--- src/rtl/pipeline_hazard_controller_if.sv ---
// Hazard-controller bundle: decode/execute/memory hazard inputs and the pipeline-register controls.
// The master modport is the controller; the slave modport is the datapath that feeds and obeys it.
interface pipeline_hazard_controller_if #(
  parameter int unsigned REG_ADDR_W = 5,
  parameter int unsigned CNT_W      = 16
);
  logic [REG_ADDR_W-1:0] IF_ID_RegisterRs1;
  logic [REG_ADDR_W-1:0] IF_ID_RegisterRs2;
  logic                  IF_ID_UsesRs2;
  logic                  ID_EX_MemRead;
  logic [REG_ADDR_W-1:0] ID_EX_RegisterRd;
  logic                  EX_MEM_Branch;
  logic                  EX_MEM_Zero;
  logic                  mem_req;
  logic                  mem_ready;

  logic                  PCWrite;
  logic                  PCSrc;
  logic                  IF_ID_Write;
  logic                  ID_EX_Write;
  logic                  EX_MEM_Write;
  logic                  IF_ID_Flush;
  logic                  ID_EX_Flush;
  logic                  EX_MEM_Flush;
  logic                  MEM_WB_Flush;
  logic                  mem_timeout_err;
  logic [CNT_W-1:0]      stall_count;
  logic [CNT_W-1:0]      flush_count;

  modport master (
    input  IF_ID_RegisterRs1, IF_ID_RegisterRs2, IF_ID_UsesRs2, ID_EX_MemRead,
           ID_EX_RegisterRd, EX_MEM_Branch, EX_MEM_Zero, mem_req, mem_ready,
    output PCWrite, PCSrc, IF_ID_Write, ID_EX_Write, EX_MEM_Write, IF_ID_Flush,
           ID_EX_Flush, EX_MEM_Flush, MEM_WB_Flush, mem_timeout_err, stall_count, flush_count
  );

  modport slave (
    output IF_ID_RegisterRs1, IF_ID_RegisterRs2, IF_ID_UsesRs2, ID_EX_MemRead,
           ID_EX_RegisterRd, EX_MEM_Branch, EX_MEM_Zero, mem_req, mem_ready,
    input  PCWrite, PCSrc, IF_ID_Write, ID_EX_Write, EX_MEM_Write, IF_ID_Flush,
           ID_EX_Flush, EX_MEM_Flush, MEM_WB_Flush, mem_timeout_err, stall_count, flush_count
  );
endinterface

--- src/rtl/pipeline_hazard_controller.sv ---
// Stall/flush sequencer for the 5-stage RV64 pipeline: load-use, taken branch and memory wait/timeout.
// Define PERF_COUNTERS_EN to build the stall/flush counters; otherwise both counter outputs are 0.
module pipeline_hazard_controller #(
  parameter int unsigned REG_ADDR_W  = 5,
  parameter int unsigned MEM_TIMEOUT = 64,
  parameter int unsigned CNT_W       = 16
) (
  input logic                          clk,
  input logic                          reset,
  pipeline_hazard_controller_if.master hz
);
  localparam int unsigned           WAIT_W     = $clog2(MEM_TIMEOUT + 1);
  localparam logic [WAIT_W-1:0]     WAIT_ONE   = WAIT_W'(1);
  localparam logic [WAIT_W-1:0]     WAIT_LIMIT = WAIT_W'(MEM_TIMEOUT);
  localparam logic [REG_ADDR_W-1:0] REG_X0     = '0;

  typedef enum logic [1:0] {
    ST_RUN      = 2'd0,
    ST_MEM_WAIT = 2'd1,
    ST_ERROR    = 2'd2
  } state_t;

  state_t            state, state_nxt;
  logic [WAIT_W-1:0] wait_cnt, wait_nxt, wait_inc;
  logic              err;
  logic              lu_hazard, br_taken, mem_stall;
  logic              freeze, resolve, lu_stall, br_flush, pc_write;

  assign lu_hazard = hz.ID_EX_MemRead && (hz.ID_EX_RegisterRd != REG_X0) &&
                     ((hz.ID_EX_RegisterRd == hz.IF_ID_RegisterRs1) ||
                      (hz.IF_ID_UsesRs2 && (hz.ID_EX_RegisterRd == hz.IF_ID_RegisterRs2)));
  assign br_taken  = hz.EX_MEM_Branch && hz.EX_MEM_Zero;
  assign mem_stall = hz.mem_req && !hz.mem_ready;
  assign wait_inc  = wait_cnt + WAIT_ONE;

  // freeze = whole front end held for memory/error; resolve = branch/load-use logic may act
  always_comb begin
    state_nxt = state;
    wait_nxt  = wait_cnt;
    freeze    = 1'b0;
    resolve   = 1'b0;
    case (state)
      ST_RUN: begin
        if (mem_stall) begin
          freeze    = 1'b1;
          wait_nxt  = WAIT_ONE;
          state_nxt = (WAIT_ONE == WAIT_LIMIT) ? ST_ERROR : ST_MEM_WAIT;
        end else begin
          resolve = 1'b1;
        end
      end
      ST_MEM_WAIT: begin
        if (!hz.mem_ready) begin
          freeze   = 1'b1;
          wait_nxt = wait_inc;
          if (wait_inc == WAIT_LIMIT) state_nxt = ST_ERROR;
        end else begin
          resolve   = 1'b1;
          wait_nxt  = '0;
          state_nxt = ST_RUN;
        end
      end
      ST_ERROR: freeze = 1'b1;
      default:  state_nxt = ST_RUN;
    endcase
    // Controls fall back to defaults the instant reset asserts, independent of the clock
    if (!reset) begin
      freeze  = 1'b0;
      resolve = 1'b0;
    end
  end

  assign br_flush = resolve && br_taken;
  assign lu_stall = resolve && !br_taken && lu_hazard;
  assign pc_write = !(freeze || lu_stall);

  assign hz.PCWrite         = pc_write;
  assign hz.PCSrc           = br_flush;
  assign hz.IF_ID_Write     = pc_write;
  assign hz.ID_EX_Write     = !freeze;
  assign hz.EX_MEM_Write    = !freeze;
  assign hz.IF_ID_Flush     = br_flush;
  assign hz.ID_EX_Flush     = br_flush || lu_stall;
  assign hz.EX_MEM_Flush    = br_flush;
  assign hz.MEM_WB_Flush    = freeze;
  assign hz.mem_timeout_err = err;

  always_ff @(posedge clk or negedge reset) begin
    if (!reset) begin
      state    <= ST_RUN;
      wait_cnt <= '0;
      err      <= 1'b0;
    end else begin
      state    <= state_nxt;
      wait_cnt <= wait_nxt;
      if (state_nxt == ST_ERROR) err <= 1'b1;
    end
  end

`ifdef PERF_COUNTERS_EN
  localparam logic [CNT_W-1:0] CNT_MAX = '1;
  logic [CNT_W-1:0] stall_cnt, flush_cnt;

  // Saturating counters: stalls are cycles with the PC held, flushes are taken branches
  always_ff @(posedge clk or negedge reset) begin
    if (!reset) begin
      stall_cnt <= '0;
      flush_cnt <= '0;
    end else begin
      if (!pc_write && (stall_cnt != CNT_MAX)) stall_cnt <= stall_cnt + CNT_W'(1);
      if (br_flush && (flush_cnt != CNT_MAX))  flush_cnt <= flush_cnt + CNT_W'(1);
    end
  end

  assign hz.stall_count = stall_cnt;
  assign hz.flush_count = flush_cnt;
`else
  assign hz.stall_count = CNT_W'(0);
  assign hz.flush_count = CNT_W'(0);
`endif

endmodule

--- src/flat_wrapper.sv ---
// flat-port wrapper written by rule: the top's interface ports become plain ports
module pipeline_hazard_controller_flat 
#(
  parameter int unsigned REG_ADDR_W  = 5,
  parameter int unsigned MEM_TIMEOUT = 64,
  parameter int unsigned CNT_W       = 16
)
  (clk, reset, hz_IF_ID_RegisterRs1, hz_IF_ID_RegisterRs2, hz_IF_ID_UsesRs2, hz_ID_EX_MemRead, hz_ID_EX_RegisterRd, hz_EX_MEM_Branch, hz_EX_MEM_Zero, hz_mem_req, hz_mem_ready, hz_PCWrite, hz_PCSrc, hz_IF_ID_Write, hz_ID_EX_Write, hz_EX_MEM_Write, hz_IF_ID_Flush, hz_ID_EX_Flush, hz_EX_MEM_Flush, hz_MEM_WB_Flush, hz_mem_timeout_err, hz_stall_count, hz_flush_count);
  pipeline_hazard_controller_if #(.REG_ADDR_W(REG_ADDR_W), .CNT_W(CNT_W)) hz_i ();
  input logic clk;
  input logic reset;
  input wire logic [$bits(hz_i.IF_ID_RegisterRs1)-1:0] hz_IF_ID_RegisterRs1;
  input wire logic [$bits(hz_i.IF_ID_RegisterRs2)-1:0] hz_IF_ID_RegisterRs2;
  input wire logic [$bits(hz_i.IF_ID_UsesRs2)-1:0] hz_IF_ID_UsesRs2;
  input wire logic [$bits(hz_i.ID_EX_MemRead)-1:0] hz_ID_EX_MemRead;
  input wire logic [$bits(hz_i.ID_EX_RegisterRd)-1:0] hz_ID_EX_RegisterRd;
  input wire logic [$bits(hz_i.EX_MEM_Branch)-1:0] hz_EX_MEM_Branch;
  input wire logic [$bits(hz_i.EX_MEM_Zero)-1:0] hz_EX_MEM_Zero;
  input wire logic [$bits(hz_i.mem_req)-1:0] hz_mem_req;
  input wire logic [$bits(hz_i.mem_ready)-1:0] hz_mem_ready;
  output wire logic [$bits(hz_i.PCWrite)-1:0] hz_PCWrite;
  output wire logic [$bits(hz_i.PCSrc)-1:0] hz_PCSrc;
  output wire logic [$bits(hz_i.IF_ID_Write)-1:0] hz_IF_ID_Write;
  output wire logic [$bits(hz_i.ID_EX_Write)-1:0] hz_ID_EX_Write;
  output wire logic [$bits(hz_i.EX_MEM_Write)-1:0] hz_EX_MEM_Write;
  output wire logic [$bits(hz_i.IF_ID_Flush)-1:0] hz_IF_ID_Flush;
  output wire logic [$bits(hz_i.ID_EX_Flush)-1:0] hz_ID_EX_Flush;
  output wire logic [$bits(hz_i.EX_MEM_Flush)-1:0] hz_EX_MEM_Flush;
  output wire logic [$bits(hz_i.MEM_WB_Flush)-1:0] hz_MEM_WB_Flush;
  output wire logic [$bits(hz_i.mem_timeout_err)-1:0] hz_mem_timeout_err;
  output wire logic [$bits(hz_i.stall_count)-1:0] hz_stall_count;
  output wire logic [$bits(hz_i.flush_count)-1:0] hz_flush_count;
  assign hz_i.IF_ID_RegisterRs1 = hz_IF_ID_RegisterRs1;
  assign hz_i.IF_ID_RegisterRs2 = hz_IF_ID_RegisterRs2;
  assign hz_i.IF_ID_UsesRs2 = hz_IF_ID_UsesRs2;
  assign hz_i.ID_EX_MemRead = hz_ID_EX_MemRead;
  assign hz_i.ID_EX_RegisterRd = hz_ID_EX_RegisterRd;
  assign hz_i.EX_MEM_Branch = hz_EX_MEM_Branch;
  assign hz_i.EX_MEM_Zero = hz_EX_MEM_Zero;
  assign hz_i.mem_req = hz_mem_req;
  assign hz_i.mem_ready = hz_mem_ready;
  assign hz_PCWrite = hz_i.PCWrite;
  assign hz_PCSrc = hz_i.PCSrc;
  assign hz_IF_ID_Write = hz_i.IF_ID_Write;
  assign hz_ID_EX_Write = hz_i.ID_EX_Write;
  assign hz_EX_MEM_Write = hz_i.EX_MEM_Write;
  assign hz_IF_ID_Flush = hz_i.IF_ID_Flush;
  assign hz_ID_EX_Flush = hz_i.ID_EX_Flush;
  assign hz_EX_MEM_Flush = hz_i.EX_MEM_Flush;
  assign hz_MEM_WB_Flush = hz_i.MEM_WB_Flush;
  assign hz_mem_timeout_err = hz_i.mem_timeout_err;
  assign hz_stall_count = hz_i.stall_count;
  assign hz_flush_count = hz_i.flush_count;
  pipeline_hazard_controller #(.REG_ADDR_W(REG_ADDR_W), .MEM_TIMEOUT(MEM_TIMEOUT), .CNT_W(CNT_W)) u_core (.clk(clk), .reset(reset), .hz(hz_i));
endmodule
--- config.mk ---
export PLATFORM = sky130hd
export DESIGN_NAME = pipeline_hazard_controller_flat
export DESIGN_NICKNAME = d
export VERILOG_FILES = /design/src/rtl/pipeline_hazard_controller_if.sv /design/src/rtl/pipeline_hazard_controller.sv /design/src/flat_wrapper.sv
export SDC_FILE = /design/constraint.sdc
export NUM_CORES = 1
export LEC_CHECK = 0
export BUFFER_PORTS_ARGS = -buffer_cell sky130_fd_sc_hd__buf_2
export CAP_MARGIN = 10
export CORE_MARGIN = 3
export CORE_UTILIZATION = 25
export DETAILED_ROUTE_END_ITERATION = 16
export SYNTH_ARGS = -nofsm -noshare
export SYNTH_HDL_FRONTEND = slang
export SYNTH_SLANG_ARGS = --single-unit
export TNS_END_PERCENT = 50
--- constraint.sdc ---
create_clock -name clk -period 1.8 [get_ports clk]
set_input_delay 0.36 -clock clk [delete_from_list [all_inputs] [get_ports clk]]
set_output_delay 0.36 -clock clk [all_outputs]
set_load 0.01 [all_outputs]
==> flow_metrics.py, run 1 <==
metrics = {
    "synthesis": {
        "synth_warnings": 0,
        "synth_top_cell_by_area": "buf_4",
        "synth.area.top_cells": "buf_4 29%, dfrtp_1 27%, xnor2_1 9.3%",
        "synth.yosys.seq_area_share": 0.265,
        "async_flop_share": 1.00,
        "synth_area_sq_um": 943,
        "synthCells": 117,
        "syn_avg_cell_area_sq_um": 8.06,
        "synth_top_area_share": 0.286,
        "ys_seq_elements": 10,
        "ys_top_cells_by_count": "36 x buf_4, 11 x nor2_1, 11 x o21ai_0",
        "yosysMostFrequentCell": "buf_4",
        "synth_cell_type_count": 29,
        "synth_edf_count": 0,
        "synth_flop_cell": "dfrtp_1",
    },
    "placement": {
        "place_congestion": 0.771,
        "hpwlAfterDp_mm": 1.56,
        "placed_area_sq_mm": 0.00104,
        "port_buffers": 32,
        "dp_slack_ns": 0.108,
        "dp_cells": 193,
    },
    "clock_tree": {
        "clockBufferDepth": 2,
        "path_clk_slew_ns": 0.05,
        "cts-root-buf": "clkbuf_8",
        "tritoncts": "yes",
        "htree_levels": 1,
        "cts.sinks": 10,
        "clk_latency_ns": 0.24,
        "numCtsBuffers": 3,
    },
    "routing": {
        "ant_nets": 0,
        "vias": 815,
        "dr.pass1.iters": 4,
        "via_per_inst": 4.05,
        "avgRoutedWirePerCell_microns": 9.44,
        "drc": 0,
        "first_iter_violations": 15,
        "wirelength_mm": 1.90,
    },
    "power": {
        "power_frac_seq": 0.363,
        "pwr-share-clk": 0.447,
        "p_comb_frac": 0.190,
        "peakVddDrop_mv": 0.581,
        "power_density_mw_per_mm2": 550,
        "p_sw_mw": 0.162,
        "switching_share": 0.258,
        "p_int_mw": 0.466,
        "power.leakage_nw": 0.577,
    },
    "final_layout": {
        "area_growth_pct": 21.2,
        "utilization": 0.327,
        "multi_input_area_sq_um": 553,
        "regArea_sq_um": 251,
        "antennaDiodeCount": 0,
        "fin_cells": 201,
        "nNetsFinal": 180,
        "drive_gt1_frac": 0.348,
        "fillers": 385,
        "design_area_sq_mm": 0.00114,
    },
    "setup_path": {
        "end_kind": "output pin",
        "cp.required_ns": 1.44,
        "cp_max_fo": 5,
        "worst-endpoint-arrival_ns": 1.39,
        "critPathLaunchType": "flop",
        "timing_worst_setup_path_type": "reg -> out",
    },
    "floorplan": {
        "rows": 21,
        "die_w_microns": 67.4,
        "core_sq_mm": 0.00349,
        "ios": 65,
        "die_area_sq_mm": 0.00455,
        "die_h_microns": 67.4,
        "start_util": 0.270,
    },
    "global_routing": {
        "grt_max_degree": 8,
        "groute.usage.overall": 0.0838,
        "antenna_found_initial": 0,
        "grt_pass1_wl_mm": 2.78,
        "grt_pass1_vias": 632,
        "grt-ovfl-total": 0,
    },
    "timing": {
        "finalClockSkew_ns": 0.00642,
        "finalSetupViolations": 0,
        "hold_viol": 0,
        "grt_setup_unrepaired": "yes",
        "min_period_ns": 1.75,
        "fmax_ghz": 0.572,
        "worst_slack_ns": 0.0511,
        "tns_ns": 0,
        "period_share": 0.972,
        "maxSlewViolCount": 0,
    },
    "worst_hold_path": {
        "hp-class": "in -> async",
    },
    "run": {
        "maxCapViolCount": 0,
    },
    "run_status": {
        "outcome": "finished clean",
    },
}
==> final timing paths <==
| kind | start | to | slack (ns) | depth (start not counted) |
|---|---|---|---|---|
| max | u_core.state[1] | hz_IF_ID_Write | 0.05 | 6 |
| min | reset | u_core.wait_cnt[4] | 0.09 | 2 |
| max reg2reg | u_core.wait_cnt[0] | u_core.wait_cnt[6] | 0.50 | 5 |
| min reg2reg | u_core.hz.mem_timeout_err | u_core.hz.mem_timeout_err | 0.47 | 2 |
| max in group asynchronous | reset | u_core.state[1] | 1.08 | 2 |
| min in group clk | hz_mem_ready | u_core.hz.mem_timeout_err | 0.38 | 2 |
==> through the flow <==
stage | total power [mW] | hold slack, ns
6_report | 0.629 | 0.0924
5_1_grt | 0.663 | 0.0969
4_1_cts | 0.637 | 0.0840
3_5_place_dp | 0.345 | 0.196
3_3_place_gp | 0.345 | 0.195
2_1_floorplan | 0.352 | 0.0644
==> what timing repair did <==
action,4_1_cts,5_1_grt
hold endpoints to repair,3,0
setup endpoints to repair,3,8
pin swaps,3,6
buffers inserted,2,1
gates resized for setup,2,5
hold buffers,1,0
==> layer usage <==
layer / part of all wire / track usage
met3: 0.081 / 0.0200
met4: 0.028 / 0.0684
met1: 0.41 / 0.0984
met5: 0 / 0
met2: 0.48 / 0.129
==> power groups by stage <==
stage / Sequential, mW / Clock [mW] / Combinational (mW)
2_1_floorplan: 0.231 / 0 / 0.121
3_5_place_dp: 0.232 / 0 / 0.114
3_3_place_gp: 0.232 / 0 / 0.113
6_report: 0.228 / 0.281 / 0.120
5_1_grt: 0.228 / 0.301 / 0.134
4_1_cts: 0.228 / 0.290 / 0.118
==> sequential cells by signal (all words and copies together), names as in the netlist <==
signal                     flops
u_core.hz.mem_timeout_err      1
u_core.wait_cnt                7
u_core.state                   2
==> worst max-delay path, cell delays in order (launching register included) <==
cell and delay, ns:
dfrtp_2 0.44, inv_2 0.10, nor2_1 0.08, o21ai_2 0.16, inv_2 0.05, a41oi_2 0.16
buf_2 0.16
==> layout by cell type (no fill, tap or decap), types with 2 or more instances in the layout <==
master	count
conb_1	32
buf_2	32
and3_1	3
inv_2	2
o31ai_1	2
nor2_2	3
nand3_1	2
o21ai_0	11
nand4_1	2
xnor2_1	10
a31oi_1	3
dfrtp_1	9
nand2_1	6
nor2_1	9
buf_4	6
clkbuf_8	4
==> cell families after synthesis <==
kind of cell / synth area share
AO/OA/AOI/OAI: 0.167
buffers and inverters: 0.298
AND/OR/NAND/NOR: 0.159
other: 0.00397
adder cells (fa/ha/maj): 0.0133
XOR/XNOR: 0.0928
flip-flops: 0.265
==> final cells by class <==
cell class | instances | share of cell area
inverter | 3 | 0.00985
tap | 46 | 0.0503
clock buffer | 4 | 0.0481
multi-input combinational | 99 | 0.484
timing repair buffer | 39 | 0.188
sequential | 10 | 0.220
No activity file was read; power rests on OpenSTA's default activity.
==> run 2: changes to the inputs <==
Settings changed: MAX_ROUTING_LAYER set to met4.
==> run 2 against run 1 <==
Via count down 0.12%; highest routed layer unchanged; largest cell class unchanged; sequential share of layout area did not move; clock power barely moved; critical endpoint unchanged; flip-flop and latch count did not move; first-iteration DRC count unchanged.
==> flow_metrics.py, run 2 (synthesis results as in run 1) <==
metrics = {
    "worst_hold_path": {
        "hp-class": "in -> async",
    },
    "timing": {
        "maxSlewViolCount": 0,
        "worst_slack_ns": 0.0510,
        "min_period_ns": 1.75,
        "hold_slack_ns": 0.0923,
        "grt_setup_unrepaired": "yes",
        "period_share": 0.972,
        "hold_viol": 0,
        "fmax_ghz": 0.572,
        "finalClockSkew_ns": 0.00648,
        "finalSetupViolations": 0,
    },
    "setup_path": {
        "path_cells": "inv_2, nor2_1, o21ai_2, inv_2, a41oi_2, buf_2",
        "cpPeakStageDelay_ns": 0.44,
        "cpMaxStageDelayCell": "dfrtp_2",
        "worst-endpoint-arrival_ns": 1.39,
        "cp_max_fo": 5,
        "timing_worst_setup_path_type": "reg -> out",
        "crit_top_cell": "inv_2",
        "cp.required_ns": 1.44,
        "reg2reg_depth": 5,
        "path_delay_family": "flip-flops",
        "critPathLaunchType": "flop",
        "worst-path-buf-inv": 3,
        "worstSetupPathDepth": 6,
        "end_kind": "output pin",
    },
    "routing": {
        "dr.pass1.iters": 4,
        "via_per_inst": 4.05,
        "vias": 814,
        "avgRoutedWirePerCell_microns": 9.49,
        "ant_nets": 0,
        "first_iter_violations": 15,
        "drc": 0,
        "wirelength_mm": 1.91,
    },
    "clock_tree": {
        "numCtsBuffers": 3,
        "tritoncts": "yes",
        "htree_levels": 1,
        "cts-root-buf": "clkbuf_8",
        "cts.sinks": 10,
        "clk_latency_ns": 0.24,
        "clockBufferDepth": 2,
        "path_clk_slew_ns": 0.05,
    },
    "power": {
        "p_sw_mw": 0.163,
        "p_comb_frac": 0.190,
        "p_int_mw": 0.466,
        "power_frac_seq": 0.363,
        "pwr-share-clk": 0.447,
        "power.leakage_nw": 0.577,
        "power_density_mw_per_mm2": 550,
        "switching_share": 0.258,
        "peakVddDrop_mv": 0.581,
    },
    "run": {
        "maxCapViolCount": 0,
    },
    "placement": {
        "dp_slack_ns": 0.108,
        "place_congestion": 0.782,
        "hpwlAfterDp_mm": 1.56,
        "port_buffers": 32,
    },
    "final_layout": {
        "regMostFlops": "u_core.wait_cnt",
        "final_cell_mix": "32 x conb_1, 32 x buf_2, 11 x o21ai_0",
        "drive_gt1_frac": 0.348,
        "area_growth_pct": 21.2,
        "largest_register_ffs": 7,
        "antennaDiodeCount": 0,
        "nNetsFinal": 180,
    },
    "floorplan": {
        "ios": 65,
        "die_w_microns": 67.4,
        "die_h_microns": 67.4,
        "rows": 21,
        "start_util": 0.270,
        "die_area_sq_mm": 0.00455,
        "core_sq_mm": 0.00349,
    },
    "global_routing": {
        "grt_pass1_wl_mm": 2.78,
        "grt_max_degree": 8,
        "grt-ovfl-total": 0,
        "antenna_found_initial": 0,
        "grt_pass1_vias": 631,
        "groute.usage.overall": 0.0862,
    },
    "run_status": {
        "outcome": "finished clean",
    },
}
[run 2: cell counts in the layout (fill, tap and decap cells not counted)]
Identical to the previous run, type by type.
[run 2: final timing paths]
check / start / endpoint / slack (ns)
min in group clk: hz_mem_ready / u_core.hz.mem_timeout_err / 0.38
hold / removal: reset / u_core.wait_cnt[4] / 0.09
hold reg to reg: u_core.hz.mem_timeout_err / u_core.hz.mem_timeout_err / 0.47
setup reg to reg: u_core.wait_cnt[0] / u_core.wait_cnt[6] / 0.50
setup / recovery: u_core.state[1] / hz_IF_ID_Write / 0.05
max in group asynchronous: reset / u_core.state[1] / 1.08
[run 2: metrics by stage]
step	instance area, sq um	power [mW]	std cells	TNS, ns	util
finish	1140	0.629	201	0	0.327
global route	1140	0.663	201	-0.0803	0.327
detailed placement	1040	0.345	193	0	0.297
global placement	1040	0.345	193	0	0.297
CTS	1120	0.637	200	-0.0187	0.322
floorplan	1070	0.352	148	0	-
[run 2: worst reg2reg max path: cells and delay by family, from the launching register on]
family / cells / cell delay (ns)
AND/OR/NAND/NOR: 1 / 0.21
AO/OA/AOI/OAI: 3 / 0.31
flip-flops: 1 / 0.42
adder cells (fa/ha/maj): 1 / 0.23
[run 2: area by class of cell]
class | count | area [sq um]
clock buffers | 4 | 55.1
fillers | 385 | 2350
inverters | 3 | 11.3
multi-input cells | 99 | 553
flip-flops and latches | 10 | 251
well taps | 46 | 57.6
repair buffers | 39 | 215
[run 2: power groups by stage]
stage / Combinational (mW) / Clock (mW) / Sequential (mW)
floorplan: 0.121 / 0 / 0.231
global placement: 0.113 / 0 / 0.232
detailed placement: 0.114 / 0 / 0.232
CTS: 0.118 / 0.290 / 0.228
global route: 0.134 / 0.301 / 0.228
finish: 0.120 / 0.281 / 0.228
[run 2: repair_timing]
| action | CTS | global route |
|---|---|---|
| cloned | 0 | 0 |
| pin swaps | 3 | 6 |
| hold buffers | 1 | 0 |
| endpoints found under the hold margin | 3 | 0 |
| setup buffers | 2 | 1 |
| endpoints found under the setup margin | 3 | 8 |
| gates resized for setup | 2 | 5 |
[run 2: metal layers]
layer | track usage | wire length (microns) | vias up
li1 | - | - | 409
met2 | 0.129 | 906 | 36
met1 | 0.0984 | 791 | 365
met5 | - | 0 | -
met4 | 0.0684 | 53 | 0
met3 | 0.0200 | 156 | 4
